### config.mk
export PLATFORM = sky130hd
export DESIGN_NAME = mux16_scan_ctrl
export DESIGN_NICKNAME = d
export VERILOG_FILES = /design/src/rtl/mux16_scan_ctrl_pkg.sv /design/src/rtl/mux16_scan_ctrl_sel_counter.sv /design/src/rtl/mux16_scan_ctrl.sv
export SDC_FILE = /design/constraint.sdc
export NUM_CORES = 1
export LEC_CHECK = 0
export CAP_MARGIN = 0
export CORE_MARGIN = 5
export CORE_UTILIZATION = 38
export DETAILED_ROUTE_END_ITERATION = 6
export PLACE_DENSITY = 0.75
export SLEW_MARGIN = 20
export SYNTH_ARGS = -nofsm -noshare
export SYNTH_HDL_FRONTEND = slang
export SYNTH_HIERARCHICAL = 1
export SYNTH_SLANG_ARGS = --single-unit
export TNS_END_PERCENT = 50
### constraint.sdc
create_clock -name clk -period 2.05 [get_ports clk]
set_clock_uncertainty 0.2 [all_clocks]
set_input_delay 0.41 -clock clk [delete_from_list [all_inputs] [get_ports clk]]
set_output_delay 0.41 -clock clk [all_outputs]
set_load 0.02 [all_outputs]
### src/rtl/mux16_scan_ctrl_pkg.sv
// ============================================================================
// mux_scan_pkg : shared types and select helpers for the 16-bit scan controller
// Revision 1.0
// ============================================================================
`default_nettype none

package mux_scan_pkg;

   localparam int NBITS = 16;
   localparam int SEL_W = 4;

   typedef enum logic {
      IDLE  = 1'b0,
      SHIFT = 1'b1
   } scan_state_t;

   localparam logic [SEL_W-1:0] SEL_MAX = '1;

   function automatic logic [SEL_W-1:0] sel_first(input bit descend);
      return descend ? SEL_MAX : '0;
   endfunction

   function automatic logic [SEL_W-1:0] sel_last(input bit descend);
      return descend ? '0 : SEL_MAX;
   endfunction

endpackage

`default_nettype wire

### src/rtl/mux16_scan_ctrl_sel_counter.sv
// ============================================================================
// sel_counter : loadable up/down select counter with end-of-scan flag
// Revision 1.0
// ============================================================================
`default_nettype none

module sel_counter
   import mux_scan_pkg::*;
#(
   parameter logic [SEL_W-1:0] RST_VAL = '0
) (
   input  logic             clk,
   input  logic             rst_n,
   input  logic             load,
   input  logic [SEL_W-1:0] load_val,
   input  logic             en,
   input  logic             dir,
   output logic [SEL_W-1:0] cnt,
   output logic             at_last
);

   logic [SEL_W-1:0] cnt_q;
   logic [SEL_W-1:0] cnt_d;

   // load outranks counting so a new scan start never races a step
   always_comb begin
      cnt_d = cnt_q;
      if (load) begin
         cnt_d = load_val;
      end else if (en) begin
         cnt_d = dir ? (cnt_q - SEL_W'(1)) : (cnt_q + SEL_W'(1));
      end
   end

   always_ff @(posedge clk or negedge rst_n) begin
      if (!rst_n) begin
         cnt_q <= RST_VAL;
      end else begin
         cnt_q <= cnt_d;
      end
   end

   assign cnt     = cnt_q;
   assign at_last = (cnt_q == sel_last(dir));

endmodule

`default_nettype wire

### src/rtl/mux16_scan_ctrl.sv
// ============================================================================
// mux16_scan_ctrl : parallel-to-serial scan controller feeding a 16:1 bit mux
// Revision 1.0
// ============================================================================
`default_nettype none

module mux16_scan_ctrl
   import mux_scan_pkg::*;
#(
   parameter bit               DESCEND  = 1'b0,
   parameter logic [SEL_W-1:0] IDLE_SEL = '0
) (
   input  logic             clk,
   input  logic             rst_n,
   input  logic             in_valid,
   input  logic [NBITS-1:0] in_word,
   output logic             in_ready,
   input  logic             abort,
   input  logic             bit_ready,
   output logic             bit_valid,
   output logic             bit_last,
   output logic [0:NBITS-1] j_word,
   output logic [SEL_W-1:0] sel,
   output logic             busy
);

   localparam logic [SEL_W-1:0] SEL_FIRST = sel_first(DESCEND);

   scan_state_t      state_q;
   logic             bit_valid_q;
   logic             busy_q;
   logic [0:NBITS-1] j_word_q;
   logic [0:NBITS-1] j_word_d;

   logic             shifting;
   logic             at_last;
   logic             kill;
   logic             beat;
   logic             accept;
   logic             done;
   logic             cnt_load;
   logic             cnt_en;
   logic [SEL_W-1:0] cnt_load_val;

   assign shifting = (state_q == SHIFT);
   assign kill     = shifting & abort;
   assign bit_last = shifting & at_last;
   assign in_ready = ~kill & (~shifting | (bit_last & bit_ready));
   assign accept   = in_valid & in_ready;
   assign beat     = bit_valid_q & bit_ready & ~kill;
   assign done     = beat & bit_last & ~accept;

   // j_word is declared ascending, so copy bit-by-bit to keep in_word[i] on J[i]
   always_comb begin
      j_word_d = j_word_q;
      for (int i = 0; i < NBITS; i++) begin
         j_word_d[i] = in_word[i];
      end
   end

   always_comb begin
      cnt_load     = 1'b0;
      cnt_load_val = IDLE_SEL;
      cnt_en       = 1'b0;
      if (kill || done) begin
         cnt_load = 1'b1;
      end else if (accept) begin
         cnt_load     = 1'b1;
         cnt_load_val = SEL_FIRST;
      end else begin
         cnt_en = beat;
      end
   end

   always_ff @(posedge clk or negedge rst_n) begin
      if (!rst_n) begin
         state_q     <= IDLE;
         j_word_q    <= '0;
         bit_valid_q <= 1'b0;
         busy_q      <= 1'b0;
      end else begin
         if (accept) begin
            j_word_q <= j_word_d;
         end
         if (kill || done) begin
            state_q     <= IDLE;
            bit_valid_q <= 1'b0;
            busy_q      <= 1'b0;
         end else if (accept) begin
            state_q     <= SHIFT;
            bit_valid_q <= 1'b1;
            busy_q      <= 1'b1;
         end
      end
   end

   sel_counter #(
      .RST_VAL (IDLE_SEL)
   ) u_sel_counter (
      .clk      (clk),
      .rst_n    (rst_n),
      .load     (cnt_load),
      .load_val (cnt_load_val),
      .en       (cnt_en),
      .dir      (DESCEND),
      .cnt      (sel),
      .at_last  (at_last)
   );

   assign bit_valid = bit_valid_q;
   assign busy      = busy_q;
   assign j_word    = j_word_q;

endmodule

`default_nettype wire
==> results of run 1 <==
-- power breakdown --
group / switching [W] / total (W) / internal [W]
registers: 0.0000876 / 0.000637 / 0.000549
logic: 0.000469 / 0.00107 / 0.000597
clock network: 0.000121 / 0.000197 / 0.0000756
-- worst max-delay path, delay by kind of cell, from the launching register on --
kind / cells / cell delay, ns
AOI/OAI and AO/OA: 2 / 0.23
adders and majority gates: 1 / 0.24
and+or+nand+nor: 4 / 0.88
DFF: 1 / 0.44
-- metrics by stage --
stage               hold slack (ns)  instance area, um^2  setup TNS, ns
floorplan                   -0.0856                 1210         -0.942
global placement              0.292                 1760          -1.71
detailed placement            0.298                 1760          -2.06
CTS                           0.258                 1770              0
global route                  0.278                 1820         -0.143
finish                        0.248                 1820              0
-- layout by cell type, fill, tap and decap left out, drive strengths merged, types with 2 or more instances in the layout --
master          n
nand2           7
inv             3
a21oi           6
nand3b          2
clkdlybuf4s50  37
mux2           16
o21ai           4
ha              2
dlymetal6s2s    3
conb           11
buf            16
dlygate4sd2     2
nand3           3
nor2            2
dfrtp          21
xnor2           2
clkbuf          4
-- cells by family (layout without fill, tap and decap cells) --
family | count (synthesis) | in the layout | share of synthesized area
other cells | 1 | 11 | 0.00336
flops | 21 | 21 | 0.471
buf+inv | 8 | 65 | 0.0538
xor+xnor | 2 | 2 | 0.0157
simple gates | 20 | 20 | 0.119
fa+ha+maj | 3 | 3 | 0.0404
compound gates | 15 | 15 | 0.0931
mux | 17 | 17 | 0.204
-- path summary, 6_finish.rpt --
path / end / slack (ns) / depth (start not counted) / from
worst max register to register: u_sel_counter/cnt[3] / 0.02 / 7 / u_sel_counter/cnt[2]
worst min register to register: j_word[7] / 0.32 / 1 / j_word[7]
max in group asynchronous: u_sel_counter/cnt[1] / 1.16 / 2 / rst_n
min in group clk: j_word[7] / 0.32 / 1 / j_word[7]
worst max-delay path: u_sel_counter/cnt[3] / 0.02 / 7 / u_sel_counter/cnt[2]
worst min-delay path: j_word[3] / 0.25 / 2 / rst_n
-- registers in the layout, summed over array words and instances, names as in the netlist --
signal and flops:
j_word 16, u_sel_counter/cnt 4, busy 1
-- cell type report --
class / count / area, um^2
clock buffer: 4 / 26.3
fill: 214 / 960
inverter: 3 / 11.3
multi-input combinational: 68 / 647
sequential: 21 / 529
tap: 31 / 38.8
timing repair buffer: 58 / 569
-- per-layer routing --
layer,global-route usage,part of all wire,up-vias,wire length [um]
li1,-,-,430,-
met1,0.157,0.40,416,1100
met2,0.256,0.53,27,1440
met3,0.0350,0.062,0,168
met4,0.0153,0,0,0
met5,0,0,-,0
-- repair_timing --
action / 4_1_cts / 5_1_grt
gates resized for setup: 11 / 16
pin swaps: 0 / 2
endpoints found under the setup margin: 5 / 23
==> PnR_summary.wiki, run 1 <==
{| class="wikitable"
! Metric !! Value
|-
| Outcome || complete, no violations
|-
| GRT overflow || 0
|-
| Stage delay of the slowest cell on the critical path || roughly 0.45 ns
|-
| Worst IR drop on VDD || 0.000726 V
|-
| Final Max Slew Viols || 0
|-
| Number of routed nets with antenna violations || 0
|-
| Cells taking the most area after synthesis || sky130_fd_sc_hd__dfrtp_1 47%, sky130_fd_sc_hd__mux2_4 13%, sky130_fd_sc_hd__mux2_2 6.1%
|-
| CTS sink count || 21
|-
| Cts-stage hold buffer count || 0
|-
| Unrepaired setup endpoints after global routing || yes
|-
| Fmax || 492 MHz
|-
| Synth top cells by count || 21 x sky130_fd_sc_hd__dfrtp_1, 10 x sky130_fd_sc_hd__mux2_4, 7 x sky130_fd_sc_hd__nand2_1, 6 x sky130_fd_sc_hd__a21oi_1, 6 x sky130_fd_sc_hd__mux2_2
|-
| Height of the die || ~64 um
|-
| Number of placed instances, taps included || between 150 and 200
|-
| Share of layout cells above drive strength 1 || 0.325
|-
| Routability cong. || approximately 0.85
|-
| Static leakage || 0.837 nW
|-
| Area enclosed by the die boundary || between 4000 and 5000 um^2
|-
| First-pass GRT wire length || ~4600 um
|-
| Total global routing track utilization || 0.136
|-
| Routed wire per std cell || 14.6 um
|-
| Floorplan row count || 19
|-
| Worst hold path type || input pin to async pin
|-
| Overall Power || approximately 0.0019 W
|-
| Post-synth top area cell || sky130_fd_sc_hd__dfrtp_1
|-
| Clock edge transition at the registers on the reported setup and hold paths || about 0.12 ns
|-
| Number of vias in the routed layout || roughly 870
|-
| Clock network latency to the later pin of the worst-skew pair || roughly 0.30 ns
|-
| Num CTS Buffers || 3
|-
| Starting density of the core || 0.401
|-
| Utilization after layout || 0.655
|-
| Avg Inst Size Synth || ~13 um^2
|-
| Detail-routed via count per cell || 4.72
|-
| Yosys Warn Count || 6
|-
| Data arrival time of the critical path || approximately 2.1 ns
|-
| Hpwl dp || around 2100 um
|-
| Antenna violations before repair || 0
|-
| Most common cell in the netlist || sky130_fd_sc_hd__dfrtp_1
|-
| Sequence of cells on the critical path || ha_4, nand2_4, a21oi_4, and4bb_2, or4b_4, a22o_1, nand3_1
|-
| # DRC || 0
|-
| Power density over the cells || roughly 1000 nW/um^2
|-
| Start-to-end type of the worst setup path || register to register
|-
| Fraction of post-synthesis cell area in the top cell type by area || 0.471
|-
| Most common flop cell mapped by yosys || sky130_fd_sc_hd__dfrtp_1
|-
| Fraction of the yosys area taken by sequential cells || 0.471
|-
| EDFF count, synth || 0
|-
| Worst Path Max Fanout || 5
|-
| Setup crit start kind || register
|-
| Number of maximum-capacitance constraint violations || 0
|-
| Maximum number of pins on one net before global-route repair || 22
|-
| CTS tree || built
|-
| Worst setup slack after placement || -0.257 ns
|-
| Longest Clk Path Bufs || 2
|-
| Root buffer selected by CTS || sky130_fd_sc_hd__clkbuf_4
|-
| Number of violations reported at the end of detailed-routing iteration 0 || 16
|-
| Post-CTS Setup Bufs || 0
|-
| DIE WIDTH || 64.2 um
|-
| Distinct cell type count of the synthesized netlist || 31
|-
| N_diodes || 0
|-
| Fraction of synthesis flops using an asynchronous set or reset pin || 1.00
|-
| Non-filler cells, final || 185
|-
| Buffers on Ports || 44
|-
| Cell with the biggest individual delay on the critical path || sky130_fd_sc_hd__or4b_4
|-
| Endpoint type of the worst setup path || register
|-
| Final-stage net count || between 150 and 200
|-
| 1st-pass router iterations || 4
|-
| Required time of the critical path || about 2.1 ns
|-
| Final period demand of the worst path || 2.03 ns
|-
| Placeable Area || between 2000 and 3000 um^2
|-
| Final hold viol count || 0
|-
| Number of global-route vias before repair || slightly above 1,000
|-
| Total routed wirelength || 2710 um
|-
| Cell Area, Synth || ~1100 um^2
|-
| Synthesis-stage register bit count || 21
|-
| Period utilization || 0.991
|-
| Worst setup slack after layout || between 0.015 and 0.02 ns
|-
| Maximum level of the CTS H-tree || 1
|-
| Gate count of the mapped netlist || 87
|-
| Area overhead of the layout relative to synthesis || 63.2%
|-
| Setup-violating endpoint count in the final report || 0
|-
| I/O pin count || 45
|}
(Power assumes the default switching activity.)
==> run 2, diff against run 1 <==
--- a/config.mk
+++ b/config.mk
@@ -6,9 +6,11 @@
 export NUM_CORES = 1
 export LEC_CHECK = 0
 export CAP_MARGIN = 0
+export CORE_ASPECT_RATIO = 0.9
 export CORE_MARGIN = 5
 export CORE_UTILIZATION = 38
 export DETAILED_ROUTE_END_ITERATION = 6
+export MAX_ROUTING_LAYER = met4
 export PLACE_DENSITY = 0.75
 export SLEW_MARGIN = 20
 export SYNTH_ARGS = -nofsm -noshare
==> PnR_summary.wiki, run 2 (synthesis gave the netlist of run 1 again) <==
{| class="wikitable"
! Metric !! Value
|-
| Outcome || complete, but fails checks
|-
| Failing checks || negative setup slack
|-
| Maximum number of pins on one net before global-route repair || 22 (unchanged)
|-
| Hpwl dp || 2210 um (+4.1%)
|-
| Sequence of cells on the critical path || ha_4, nand2_4, a21oi_4, and4bb_2, or4b_4, a22o_1, nand3_1
|-
| Routed wl met2 || 1570 um (+8.8%)
|-
| Share of layout cells above drive strength 1 || 0.340 (+0.0151)
|-
| I/O pin count || 45 (unchanged)
|-
| Number of global-route vias before repair || 959 (-5.1%)
|-
| Detail-routed via count per cell || 4.65 (-1.5%)
|-
| Cts-stage hold buffer count || 0 (unchanged)
|-
| Number of violations reported at the end of detailed-routing iteration 0 || 22 (+6)
|-
| Final hold viol count || 0 (unchanged)
|-
| Area enclosed by the die boundary || 4120 um^2 (about the same)
|-
| Clock edge transition at the registers on the reported setup and hold paths || 0.12 ns (about the same)
|-
| Routed length on met3 || 188 um (+12%)
|-
| # DRC || 0 (unchanged)
|-
| Worst IR drop on VDD || 0.000624 V (-14%)
|-
| Cell Area, Placed || 1770 um^2 (+1.1%)
|-
| Longest Clk Path Bufs || 2 (unchanged)
|-
| Worst setup slack after layout || -0.0233 ns (-0.0418 ns)
|-
| Sum of buffers and inverters on the critical path || 0 (unchanged)
|-
| Endpoint type of the worst setup path || register
|-
| Launch point of the worst reg-to-reg path || u_sel_counter/cnt[1]
|-
| Clock network latency to the later pin of the worst-skew pair || 0.30 ns (about the same)
|-
| Met1 Wirelength || 1120 um (+2.3%)
|-
| Final-stage net count || 181 (+1.1%)
|-
| Power density over the cells || 1030 nW/um^2 (-0.84%)
|-
| Routed wire per std cell || 14.9 um (+1.5%)
|-
| CTS sink count || 21 (unchanged)
|-
| Number of vias in the routed layout || 911 (+4.4%)
|-
| Post-CTS Setup Bufs || 0 (unchanged)
|-
| Worst Path Max Fanout || 5 (unchanged)
|-
| Root buffer selected by CTS || sky130_fd_sc_hd__clkbuf_4
|-
| GRT overflow || 0 (unchanged)
|-
| Period utilization || 1.01 (+0.0204)
|-
| Highest metal layer with signal wires || met4
|-
| Data arrival time of the critical path || 2.12 ns (+0.04 ns)
|-
| Worst hold path type || input pin to async pin
|-
| DIE WIDTH || 67.1 um (+4.6%)
|-
| Final period demand of the worst path || 2.07 ns (+0.0418 ns)
|-
| Most common cell after layout, fill and taps aside || sky130_fd_sc_hd__clkdlybuf4s50_1
|-
| Floorplan row count || 18 (-1)
|-
| Setup crit start kind || register
|-
| Static leakage || 0.865 nW (+3.3%)
|-
| 1st-pass router iterations || 5 (+1)
|-
| Height of the die || 61.4 um (-4.3%)
|-
| N_diodes || 0 (unchanged)
|-
| Total global routing track utilization || 0.146 (+0.0105)
|-
| Placeable Area || 2790 um^2 (+0.40%)
|-
| Cell with the biggest individual delay on the critical path || sky130_fd_sc_hd__or4b_4
|-
| Launch point of the critical path || u_sel_counter/cnt[1]
|-
| Area overhead of the layout relative to synthesis || 67.7%
|-
| CTS tree || built
|-
| Start-to-end type of the worst setup path || register to register
|-
| Final Max Slew Viols || 0 (unchanged)
|-
| Most frequent cells in the layout || 38 x sky130_fd_sc_hd__clkdlybuf4s50_1, 19 x sky130_fd_sc_hd__dfrtp_1, 16 x sky130_fd_sc_hd__mux2_4
|-
| Setup-violating endpoint count in the final report || 9 (+9)
|-
| First-pass GRT wire length || 4310 um (-5.7%)
|-
| Accumulated negative setup slack || -0.146 ns (-0.146 ns)
|-
| Unrepaired setup endpoints after global routing || yes
|-
| Top delay family on crit path || simple AND/OR/NAND/NOR gates
|-
| Maximum level of the CTS H-tree || 1 (unchanged)
|-
| Starting density of the core || 0.400 (-0.00162)
|-
| Max FFs per register || 16 (unchanged)
|-
| Fmax || 482 MHz (-2.0%)
|-
| Buffers on Ports || 44 (unchanged)
|-
| Fin area || 1870 um^2 (+2.7%)
|-
| Num CTS Buffers || 3 (unchanged)
|-
| Total routed wirelength || 2910 um (+7.6%)
|-
| Routability cong. || 0.782 (-7.5%)
|-
| Stage delay of the slowest cell on the critical path || 0.46 ns (about the same)
|-
| Number of maximum-capacitance constraint violations || 0 (unchanged)
|-
| Number of routed nets with antenna violations || 0 (unchanged)
|-
| Required time of the critical path || 2.10 ns (about the same)
|-
| Antenna violations before repair || 0 (unchanged)
|}
-- run 2: cell types whose count changed in the layout (fill, tap and decap cells not counted), sizes merged --
cell,previous run,this run
clkinv,0,1
dlymetal6s2s,3,4
clkdlybuf4s50,37,38
dlygate4sd2,2,0
buf,16,17
-- run 2: worst register-to-register path, cell delays in order, from the launching register on --
cell and delay, ns:
sky130_fd_sc_hd__dfrtp_2 0.45, sky130_fd_sc_hd__ha_4 0.23, sky130_fd_sc_hd__nand2_4 0.07, sky130_fd_sc_hd__a21oi_4 0.05, sky130_fd_sc_hd__and4bb_2 0.30, sky130_fd_sc_hd__or4b_4 0.46, sky130_fd_sc_hd__a22o_1 0.20, sky130_fd_sc_hd__nand3_1 0.06
-- run 2: repair_timing --
| action | in CTS | in global routing |
|---|---|---|
| endpoints found under the setup margin | 3 | 21 |
| gates resized for setup | 12 | 13 |
| pin swaps | 3 | 0 |
| gates cloned | 0 | 1 |
-- run 2: power by group --
part | total [W] | switching [W] | internal [W]
Combinational | 0.00110 | 0.000483 | 0.000616
Sequential | 0.000635 | 0.0000866 | 0.000548
Clock | 0.000201 | 0.000128 | 0.0000727
-- run 2: final timing paths --
| check | endpoint | slack, ns | depth (start not counted) |
|---|---|---|---|
| worst max-delay path | u_sel_counter/cnt[3] | -0.02 | 7 |
| worst min register to register | j_word[3] | 0.33 | 1 |
| min in group clk | j_word[3] | 0.33 | 1 |
| worst min-delay path | j_word[11] | 0.23 | 2 |
| max in group asynchronous | u_sel_counter/cnt[2] | 1.19 | 2 |
| worst max register to register | u_sel_counter/cnt[3] | -0.02 | 7 |
-- run 2: through the flow --
step	std cells	util	total power (W)	setup WS, ns	hold slack [ns]
2_1_floorplan	97	-	0.00122	-0.121	-0.0856
3_3_place_gp	191	0.635	0.00166	-0.239	0.289
3_5_place_dp	191	0.635	0.00169	-0.281	0.293
4_1_cts	195	0.646	0.00190	-0.0311	0.237
5_1_grt	196	0.670	0.00205	-0.0744	0.239
6_report	196	0.670	0.00194	-0.0233	0.231
-- run 2: final cells by class --
type / instances / area, um^2
clock inverter: 1 / 5.00
inverter: 3 / 11.3
sequential: 21 / 528
fill: 244 / 921
clock buffer: 3 / 22.5
timing repair buffer: 60 / 607
tap: 40 / 50.0
multi-input combinational: 68 / 648
-- run 2: metal layers --
layer  vias to the layer above  GRT usage
li1                        434          -
met3                         4     0.0529
met5                         -          -
met1                       446      0.165
met2                        27      0.246
met4                         0     0.0405
